### config.mk
export PLATFORM = sky130hd
export DESIGN_NAME = draw_sequencer
export DESIGN_NICKNAME = d
export VERILOG_FILES = /design/src/rtl/draw_pkg.sv /design/src/rtl/draw_sequencer_plot_mux.sv /design/src/rtl/draw_sequencer.sv
export SDC_FILE = /design/constraint.sdc
export NUM_CORES = 1
export LEC_CHECK = 0
export BUFFER_PORTS_ARGS = -buffer_cell sky130_fd_sc_hd__buf_2
export CAP_MARGIN = 20
export CORE_ASPECT_RATIO = 2
export CORE_MARGIN = 2
export CORE_UTILIZATION = 46
export DETAILED_ROUTE_END_ITERATION = 6
export PLACE_DENSITY = 0.78
export SLEW_MARGIN = 25
export SYNTH_ARGS = -nofsm -noshare
export SYNTH_HDL_FRONTEND = slang
export SYNTH_SLANG_ARGS = --single-unit
### constraint.sdc
create_clock -name clk -period 2.32 [get_ports clk]
set_input_delay 0.464 -clock clk [delete_from_list [all_inputs] [get_ports clk]]
set_output_delay 0.464 -clock clk [all_outputs]
set_load 0.05 [all_outputs]
### src/rtl/draw_pkg.sv
// Shared types and screen constants for the drawing engines and their sequencer.
package draw_pkg;

    localparam int X_W      = 8;
    localparam int Y_W      = 7;
    localparam int C_W      = 3;
    localparam int SCREEN_W = 160;
    localparam int SCREEN_H = 120;

    // Wide enough to hold the largest per-phase cycle budget (65536 - 1).
    localparam int WD_W = 17;

    typedef enum logic [2:0] {
        S_IDLE,
        S_FILL,
        S_GAP,
        S_CIRC,
        S_FIN,
        S_ERR
    } seq_state_t;

    typedef struct packed {
        logic [X_W-1:0] x;
        logic [Y_W-1:0] y;
        logic [C_W-1:0] colour;
        logic           plot;
    } plot_t;

    // True in the states where an engine owns the plot port.
    function automatic logic is_engine_phase(seq_state_t s);
        return (s == S_FILL) || (s == S_CIRC);
    endfunction

endpackage

### src/rtl/draw_sequencer_plot_mux.sv
// Registered 2-to-1 plot-stream mux; loads an all-zero plot word when idle.
module plot_mux
    import draw_pkg::*;
(
    input  logic           clk,
    input  logic           rst,
    input  logic           sel_b,
    input  logic           idle,
    input  logic [X_W-1:0] a_x,
    input  logic [Y_W-1:0] a_y,
    input  logic [C_W-1:0] a_colour,
    input  logic           a_plot,
    input  logic [X_W-1:0] b_x,
    input  logic [Y_W-1:0] b_y,
    input  logic [C_W-1:0] b_colour,
    input  logic           b_plot,
    output logic [X_W-1:0] out_x,
    output logic [Y_W-1:0] out_y,
    output logic [C_W-1:0] out_colour,
    output logic           out_plot
);

    plot_t a_s;
    plot_t b_s;
    plot_t out_d;
    plot_t out_q;

    assign a_s = {a_x, a_y, a_colour, a_plot};
    assign b_s = {b_x, b_y, b_colour, b_plot};

    // NOTE: every always_comb output gets a default first so no path infers a latch.
    always_comb begin
        out_d = '0;
        if (!idle) begin
            out_d = sel_b ? b_s : a_s;
        end
    end

    // NOTE: sequential state uses non-blocking assignments only, so all flops update together.
    always_ff @(posedge clk) begin
        if (rst) begin
            out_q <= '0;
        end else begin
            out_q <= out_d;
        end
    end

    assign out_x      = out_q.x;
    assign out_y      = out_q.y;
    assign out_colour = out_q.colour;
    assign out_plot   = out_q.plot;

endmodule

### src/rtl/draw_sequencer.sv
// Runs the fill engine then the circle engine on one shared, registered VGA plot port,
// with a per-phase watchdog that aborts a phase whose engine never reports done.
module draw_sequencer
    import draw_pkg::*;
#(
    parameter int TIMEOUT = 65536
) (
    input  logic           clk,
    input  logic           rst,
    input  logic           start,
    output logic           done,
    output logic           error,
    output logic           busy,
    input  logic [C_W-1:0] bg_colour,
    input  logic [C_W-1:0] fg_colour,

    output logic           fill_start,
    input  logic           fill_done,
    output logic [C_W-1:0] fill_colour,
    input  logic [X_W-1:0] fill_vga_x,
    input  logic [Y_W-1:0] fill_vga_y,
    input  logic [C_W-1:0] fill_vga_colour,
    input  logic           fill_vga_plot,

    output logic           circ_start,
    input  logic           circ_done,
    output logic [C_W-1:0] circ_colour,
    input  logic [X_W-1:0] circ_vga_x,
    input  logic [Y_W-1:0] circ_vga_y,
    input  logic [C_W-1:0] circ_vga_colour,
    input  logic           circ_vga_plot,

    output logic [X_W-1:0] vga_x,
    output logic [Y_W-1:0] vga_y,
    output logic [C_W-1:0] vga_colour,
    output logic           vga_plot
);

    localparam logic [WD_W-1:0] WD_TERM = WD_W'(TIMEOUT - 1);

    seq_state_t      state_q;
    seq_state_t      state_d;
    logic [WD_W-1:0] wd_q;
    logic [WD_W-1:0] wd_d;

    always_comb begin
        state_d = state_q;
        wd_d    = wd_q;
        unique case (state_q)
            S_IDLE: begin
                if (start) begin
                    state_d = S_FILL;
                    wd_d    = '0;
                end
            end
            S_FILL: begin
                wd_d = wd_q + WD_W'(1);
                // Dropping start aborts first; a done on the terminal count still wins.
                if (!start) begin
                    state_d = S_IDLE;
                end else if (fill_done) begin
                    state_d = S_GAP;
                end else if (wd_q == WD_TERM) begin
                    state_d = S_ERR;
                end
            end
            S_GAP: begin
                if (!start) begin
                    state_d = S_IDLE;
                end else begin
                    state_d = S_CIRC;
                    wd_d    = '0;
                end
            end
            S_CIRC: begin
                wd_d = wd_q + WD_W'(1);
                if (!start) begin
                    state_d = S_IDLE;
                end else if (circ_done) begin
                    state_d = S_FIN;
                end else if (wd_q == WD_TERM) begin
                    state_d = S_ERR;
                end
            end
            S_FIN, S_ERR: begin
                if (!start) begin
                    state_d = S_IDLE;
                end
            end
            default: begin
                state_d = S_IDLE;
            end
        endcase
    end

    always_ff @(posedge clk) begin
        if (rst) begin
            state_q <= S_IDLE;
            wd_q    <= '0;
        end else begin
            state_q <= state_d;
            wd_q    <= wd_d;
        end
    end

    // Handshake and status outputs decode straight from state so they drop with it.
    assign fill_start  = (state_q == S_FILL);
    assign circ_start  = (state_q == S_CIRC);
    assign busy        = (state_q != S_IDLE);
    assign done        = (state_q == S_FIN) || (state_q == S_ERR);
    assign error       = (state_q == S_ERR);
    assign fill_colour = bg_colour;
    assign circ_colour = fg_colour;

    plot_mux u_plot_mux (
        .clk        (clk),
        .rst        (rst),
        .sel_b      (state_q == S_CIRC),
        .idle       (!is_engine_phase(state_q)),
        .a_x        (fill_vga_x),
        .a_y        (fill_vga_y),
        .a_colour   (fill_vga_colour),
        .a_plot     (fill_vga_plot),
        .b_x        (circ_vga_x),
        .b_y        (circ_vga_y),
        .b_colour   (circ_vga_colour),
        .b_plot     (circ_vga_plot),
        .out_x      (vga_x),
        .out_y      (vga_y),
        .out_colour (vga_colour),
        .out_plot   (vga_plot)
    );

endmodule

==> results of run 1 <==
==> layout make-up <==
cell class / count / area, µm² / share of cell area
Clock buffer: 6 / 72.6 / 0.0336
Inverter: 6 / 22.5 / 0.0104
Clock inverter: 2 / 12.5 / 0.00580
Timing Repair Buffer: 68 / 345 / 0.160
Multi-Input combinational cell: 137 / 861 / 0.399
Tap cell: 51 / 63.8 / 0.0296
Sequential cell: 39 / 781 / 0.362
==> synth_stat cells, types with 2 or more instances <==
cell type,number,area (µm²)
ha_1,2,25.0
buf_2,2,10.0
buf_4,7,52.6
o21ai_0,5,25.0
nor2_1,37,139
nor4b_1,2,17.5
mux2_2,2,22.5
clkbuf_1,5,18.8
nand2b_1,4,25.0
and3_1,3,18.8
dfxtp_1,39,781
or3_1,4,25.0
nor3_1,3,15.0
inv_1,6,22.5
mux2i_1,19,190
nand3_1,8,40.0
xnor2_1,2,17.5
nand2_1,10,37.5
nor4_1,5,31.3
a21oi_1,11,55.1
a311oi_1,2,17.5
==> power by group <==
part	total (W)	leakage (nW)	internal (W)	switching (W)
registers	0.000688	0.316	0.000681	0.00000745
logic	0.000146	0.538	0.0000544	0.0000916
clock network	0.000441	0.0412	0.000210	0.000231
==> cell usage in the layout, fill, tap and decap left out, drive strengths merged, types with 2 or more instances in the layout <==
cell and n:
or4 2, nand2 10, inv 6, nor4 5, mux2 2, nand4 2
ha 2, a21oi 11, clkbuf 6, a311oi 2, o21ai 5, and3 3
nor3 3, nand2b 4, buf 68, nor2 37, nor4b 2, dfxtp 39
nand3 9, or3 4, xnor2 2, mux2i 19
==> registers in the layout, indices dropped and copies added (netlist names) <==
name / count
u_plot_mux.out_x: 8
u_plot_mux.out_plot: 1
u_plot_mux.out_colour: 3
wd_q: 17
u_plot_mux.out_y: 7
state_q: 3
==> final timing paths <==
| check | endpoint | slack, ns | cells after the start |
|---|---|---|---|
| worst max-delay path | state_q[2] | 0.33 | 9 |
| worst max register to register | state_q[2] | 0.33 | 9 |
| worst min-delay path | u_plot_mux.out_x[5] | 0.41 | 3 |
| worst min register to register | wd_q[15] | 0.48 | 1 |
==> cells by family after synthesis <==
logic type,after synthesis
compound gates,26
xor+xnor,2
fa+ha+maj,2
buf+inv,23
flops,39
mux,21
simple gates,86
==> metal layers <==
metal / GRT usage / up-vias
li1: - / 802
met1: 0.226 / 728
met2: 0.271 / 70
met3: 0.0551 / 5
met4: 0.0563 / 0
met5: 0 / -
==> worst max-delay path: stages (launching register included) <==
cell and delay [ns]:
dfxtp_1 0.42, ha_1 0.25, nand4_1 0.14, nor3_1 0.29, and3_1 0.22, ha_1 0.16
nor2_1 0.07, nor3_1 0.12, o21ai_0 0.11, a21oi_1 0.16
==> through the flow <==
| stage | cells | utilization | power, W | cell area [µm²] | setup slack [ns] |
|---|---|---|---|---|---|
| final | 309 | 0.573 | 0.00127 | 2160 | 0.334 |
| after global routing | 309 | 0.573 | 0.00132 | 2160 | 0.0960 |
| after CTS | 309 | 0.573 | 0.00129 | 2160 | 0.349 |
| after detailed placement | 301 | 0.551 | 0.000850 | 2070 | 0.391 |
| after global placement | 301 | 0.551 | 0.000847 | 2070 | 0.460 |
| after floorplan | 199 | - | 0.000824 | 1770 | 0.430 |
==> run summary, run 1 <==
Syn-to-layout area delta - 21.7%
CP startpoint - wd_q[0]
Slew Limit Fails - 0
Final period util - 0.856
DRT Wirelength - 3650 µm
Post-CTS Resized - 0
Max Root-Sink Buffers - 2
die height - 91.8 µm
RSZ-0062 raised after global routing - no
critical path data required time - 2.54 ns
EDFF count, synth - 0
HP Class - in -> reg
overall die width - 47.9 µm
wire length on met1 - 1530 µm
Seq/Total Area, Yosys - 0.440
Residual DRC - 0
launching point of the worst reg2reg path - wd_q[0]
Starting DRT DRC Count - 53
final setup fails - 0
Period minus WS final - 1.99 ns
status - finished clean
Setup Skew - 0.00501 ns
gr usage total - 0.176
VDD IR-drop max - 0.622 mV
wire per inst - 11.8 µm
CTS sink cnt - 39
NumNets Final - 308
number of distinct library cells after synthesis - 42
vias in the first global route - 1464
# H-tree levels - 2
critical path fanouts, max - 4
first-pass GRT wire length - 5880 µm
synthesized area per cell - 8.92 µm²
met3 WL - 332 µm
antenna cells - 0
Yosys Warn Count - 0
mux share of post-synthesis cell area - 0.120
Port Buf Inserts - 66
PD cells - 591 nW/µm²
CP endpoint kind - flip-flop
Skew-Pair Late Insertion Delay - 0.29 ns
hold slack - 0.407 ns
hold path start - fill_vga_x[5]
ys async rst share - 0
CTS tree - built
largest net degree at the start of global routing - 20
initial antenna violation count - 0
average via count per standard cell - 5.19
Synth Net Count - 250
row cnt - 32
detailed placement HPWL - 2720 µm
Slew headroom - 0.608
Hold Fails Final Rpt - 0
postcts setup bufs - 0
Vias - 1605
Setup TNS Final - 0 ns
Starting Density - 0.471
fillers - 368
#FFs+latches synth - 39
Synth Cell Area - 1770 µm²
WS Path Type - reg -> reg
Slew @ Worst Pin - 0.587 ns
CTS Hold Bufs - 0
Critical Path AT - 2.21 ns
root cell of the clock tree - clkbuf_8
Die ar. - 4400 µm²
Clock Pin Slew Worst Setup and Hold Paths - 0.07 ns
total grt overflow - 0
ys flop type - dfxtp_1
Synth Area in Compound Gates - 0.0924
layout cells sized above 1 - 0.322
core footprint - 3760 µm²
# IOs - 79
crit path launch type - flip-flop
CTS buffer count - 5
Synth Area in Adders - 0.0141
DR WL met2 - 1740 µm
Synth Area in XOR/XNOR - 0.00987
synthesized instance count - 199
simple-gate area share of the yosys netlist - 0.249
DRT antenna net count - 0
Max Cap Viol - 0
highest metal used - met4
f_max - 503 MHz
drt pass-1 iters - 4
Final Wtd Congestion - 0.928
leak pwr - 0.895 nW
largest family of logic cells by synthesized area - simple AND/OR/NAND/NOR gates
(Power assumes the default switching activity.)
==> run 2: changes to the inputs <==
--- a/config.mk
+++ b/config.mk
@@ -9,9 +9,9 @@
 export CAP_MARGIN = 20
 export CORE_ASPECT_RATIO = 2
 export CORE_MARGIN = 2
-export CORE_UTILIZATION = 46
+export CORE_UTILIZATION = 42
 export DETAILED_ROUTE_END_ITERATION = 6
-export PLACE_DENSITY = 0.78
+export PLACE_DENSITY = 0.75
 export SLEW_MARGIN = 25
 export SYNTH_ARGS = -nofsm -noshare
 export SYNTH_HDL_FRONTEND = slang
==> constraint.sdc (replaced) <==
create_clock -name clk -period 1.7 [get_ports clk]
set_input_delay 0.34 -clock clk [delete_from_list [all_inputs] [get_ports clk]]
set_output_delay 0.34 -clock clk [all_outputs]
set_load 0.05 [all_outputs]
==> run 2 against run 1 <==
Final cell count rose by 6.5%. Largest power group unchanged. First-iteration DRC count down 49%. Sequential share of layout area decreased by 3.2 points. Worst hold slack lost 0.13 ns. Clock power rose by 57%. Register-to-register slack worse by 0.32 ns. Design area increased by 11%.
==> run summary, run 2 (same netlist as run 1, synthesis figures left out) <==
status - finished clean
VDD IR-drop max - 0.732 mV (+18%)
detailed placement HPWL - 3350 µm (+23%)
initial antenna violation count - 0 (unchanged)
Period minus WS final - 1.68 ns
Max Cap Viol - 0 (unchanged)
core footprint - 4090 µm² (+8.6%)
root cell of the clock tree - clkbuf_8
f_max - 595 MHz
Reg2Reg Depth - 9 (unchanged)
critical path fanouts, max - 8 (+4)
commonest cells after routing, fill and taps aside - buf_2 (63), nor2_1 (36), dfxtp_1 (33)
RR Endpoint - state_q[2]
max FFs per register - 17 (unchanged)
NumNets Final - 327 (+6.2%)
Slew Limit Fails - 0 (unchanged)
Hold Fails Final Rpt - 0 (unchanged)
CTS buffer count - 5 (unchanged)
row cnt - 33 (+3.1%)
gr usage total - 0.196 (+0.0198)
critical path data required time - 1.36 ns (-1.18 ns)
vias in the first global route - 1621 (+11%)
highest metal used - met4
# IOs - 79 (unchanged)
HP Class - in -> reg
Starting Density - 0.434 (-0.0374)
launching point of the worst reg2reg path - wd_q[1]
RSZ-0062 raised after global routing - yes
Hold Path Sink - u_plot_mux.out_plot
Final Wtd Congestion - 0.910 (-1.9%)
Vias - 1709 (+6.5%)
met3 WL - 203 µm (-39%)
overall die width - 50.0 µm (+4.3%)
antenna cells - 0 (unchanged)
most common cell after layout, fill and taps aside - buf_2
layout cells sized above 1 - 0.422 (+0.101)
Slew @ Worst Pin - 0.686 ns (+0.0983 ns)
first-pass GRT wire length - 6950 µm (+18%)
crit path launch type - flip-flop
DRT Wirelength - 4340 µm (+19%)
most flop-heavy register - wd_q
CTS sink cnt - 39 (unchanged)
Placed Area - 2190 µm² (+5.9%)
drt pass-1 iters - 4 (unchanged)
Die ar. - 4790 µm² (+8.9%)
Finished Cell Area - 2400 µm² (+11%)
area of the multi-input gates - 906 µm² (+5.2%)
average via count per standard cell - 5.19 (about the same)
# H-tree levels - 2 (unchanged)
largest net degree at the start of global routing - 20 (unchanged)
Slew headroom - 0.542 (-0.0656)
number of instances on the worst hold path - 3 (unchanged)
WS Path Type - reg -> out
fillers - 360 (-2.2%)
DR WL met2 - 2430 µm (+40%)
Critical Path AT - 1.34 ns (-0.87 ns)
Setup Skew - 0.00659 ns (+0.00158 ns)
Skew-Pair Late Insertion Delay - 0.29 ns (about the same)
hold path start - fill_vga_plot
wire per inst - 13.2 µm (+12%)
Power, Total - 0.00186 W (+46%)
CTS Hold Bufs - 0 (unchanged)
Final period util - 0.989
die height - 95.9 µm (+4.4%)
DRT antenna net count - 0 (unchanged)
leak pwr - 1.01 nW (+13%)
CTS tree - built
PD cells - 774 nW/µm² (+31%)
Port Buf Inserts - 66 (unchanged)
total grt overflow - 0 (unchanged)
FF-to-FF setup slack - 0.02 ns (-0.32 ns)
Clock Pin Slew Worst Setup and Hold Paths - 0.07 ns (about the same)
Max Root-Sink Buffers - 2 (unchanged)
Syn-to-layout area delta - 35.2%
final setup fails - 0 (unchanged)
Residual DRC - 0 (unchanged)
wire length on met1 - 1430 µm (-6.5%)
Reg area - 791 µm² (+1.3%)
CP endpoint kind - output port
Starting DRT DRC Count - 27 (-49%)
[run 2: report_power, final]
part           switching, W  leakage [nW]  internal, W
Sequential       0.00000717         0.319     0.000928
Clock              0.000324        0.0505     0.000369
Combinational      0.000136         0.640    0.0000927
Total              0.000467          1.01      0.00139
[run 2: routing by layer]
metal	GRT usage	vias up
met5	0	-
met2	0.366	63
met3	0.0342	25
li1	-	838
met4	0.178	0
met1	0.171	783
[run 2: per-stage QoR]
stage	worst slack [ns]	instances	TNS, ns	util	hold slack [ns]
final	0.0186	329	0	0.587	0.278
after global routing	-0.0432	329	-0.0761	0.587	0.283
after CTS	0.00808	326	0	0.568	0.272
after detailed placement	-0.0139	318	-0.0139	0.537	0.465
after global placement	0.0806	318	0	0.537	0.467
after floorplan	-0.0658	199	-0.132	-	0.442
[run 2: timing repair]
action	CTS	global route
pin swaps	0	7
setup endpoints to repair	4	6
resized for setup	7	17
setup buffers	0	3
[run 2: how the worst max path moves through the flow]
stage / from / to
floorplan: state_q[0] / circ_start
global placement: wd_q[0] / state_q[2]
detailed placement: wd_q[0] / state_q[2]
CTS: state_q[0] / busy
global route: wd_q[1] / state_q[2]
finish: state_q[0] / busy
[run 2: worst max-delay path, stage by stage (launching register included)]
cell     delay [ns]
dfxtp_4        0.37
buf_6          0.13
or3_4          0.39
buf_8          0.16
[run 2: final cells by class]
cell class | instances | area share
Inverter | 6 | 0.00939
Multi-Input combinational cell | 137 | 0.378
Sequential cell | 39 | 0.330
Clock buffer | 7 | 0.0402
Clock inverter | 1 | 0.00313
Tap cell | 52 | 0.0271
Timing Repair Buffer | 87 | 0.213
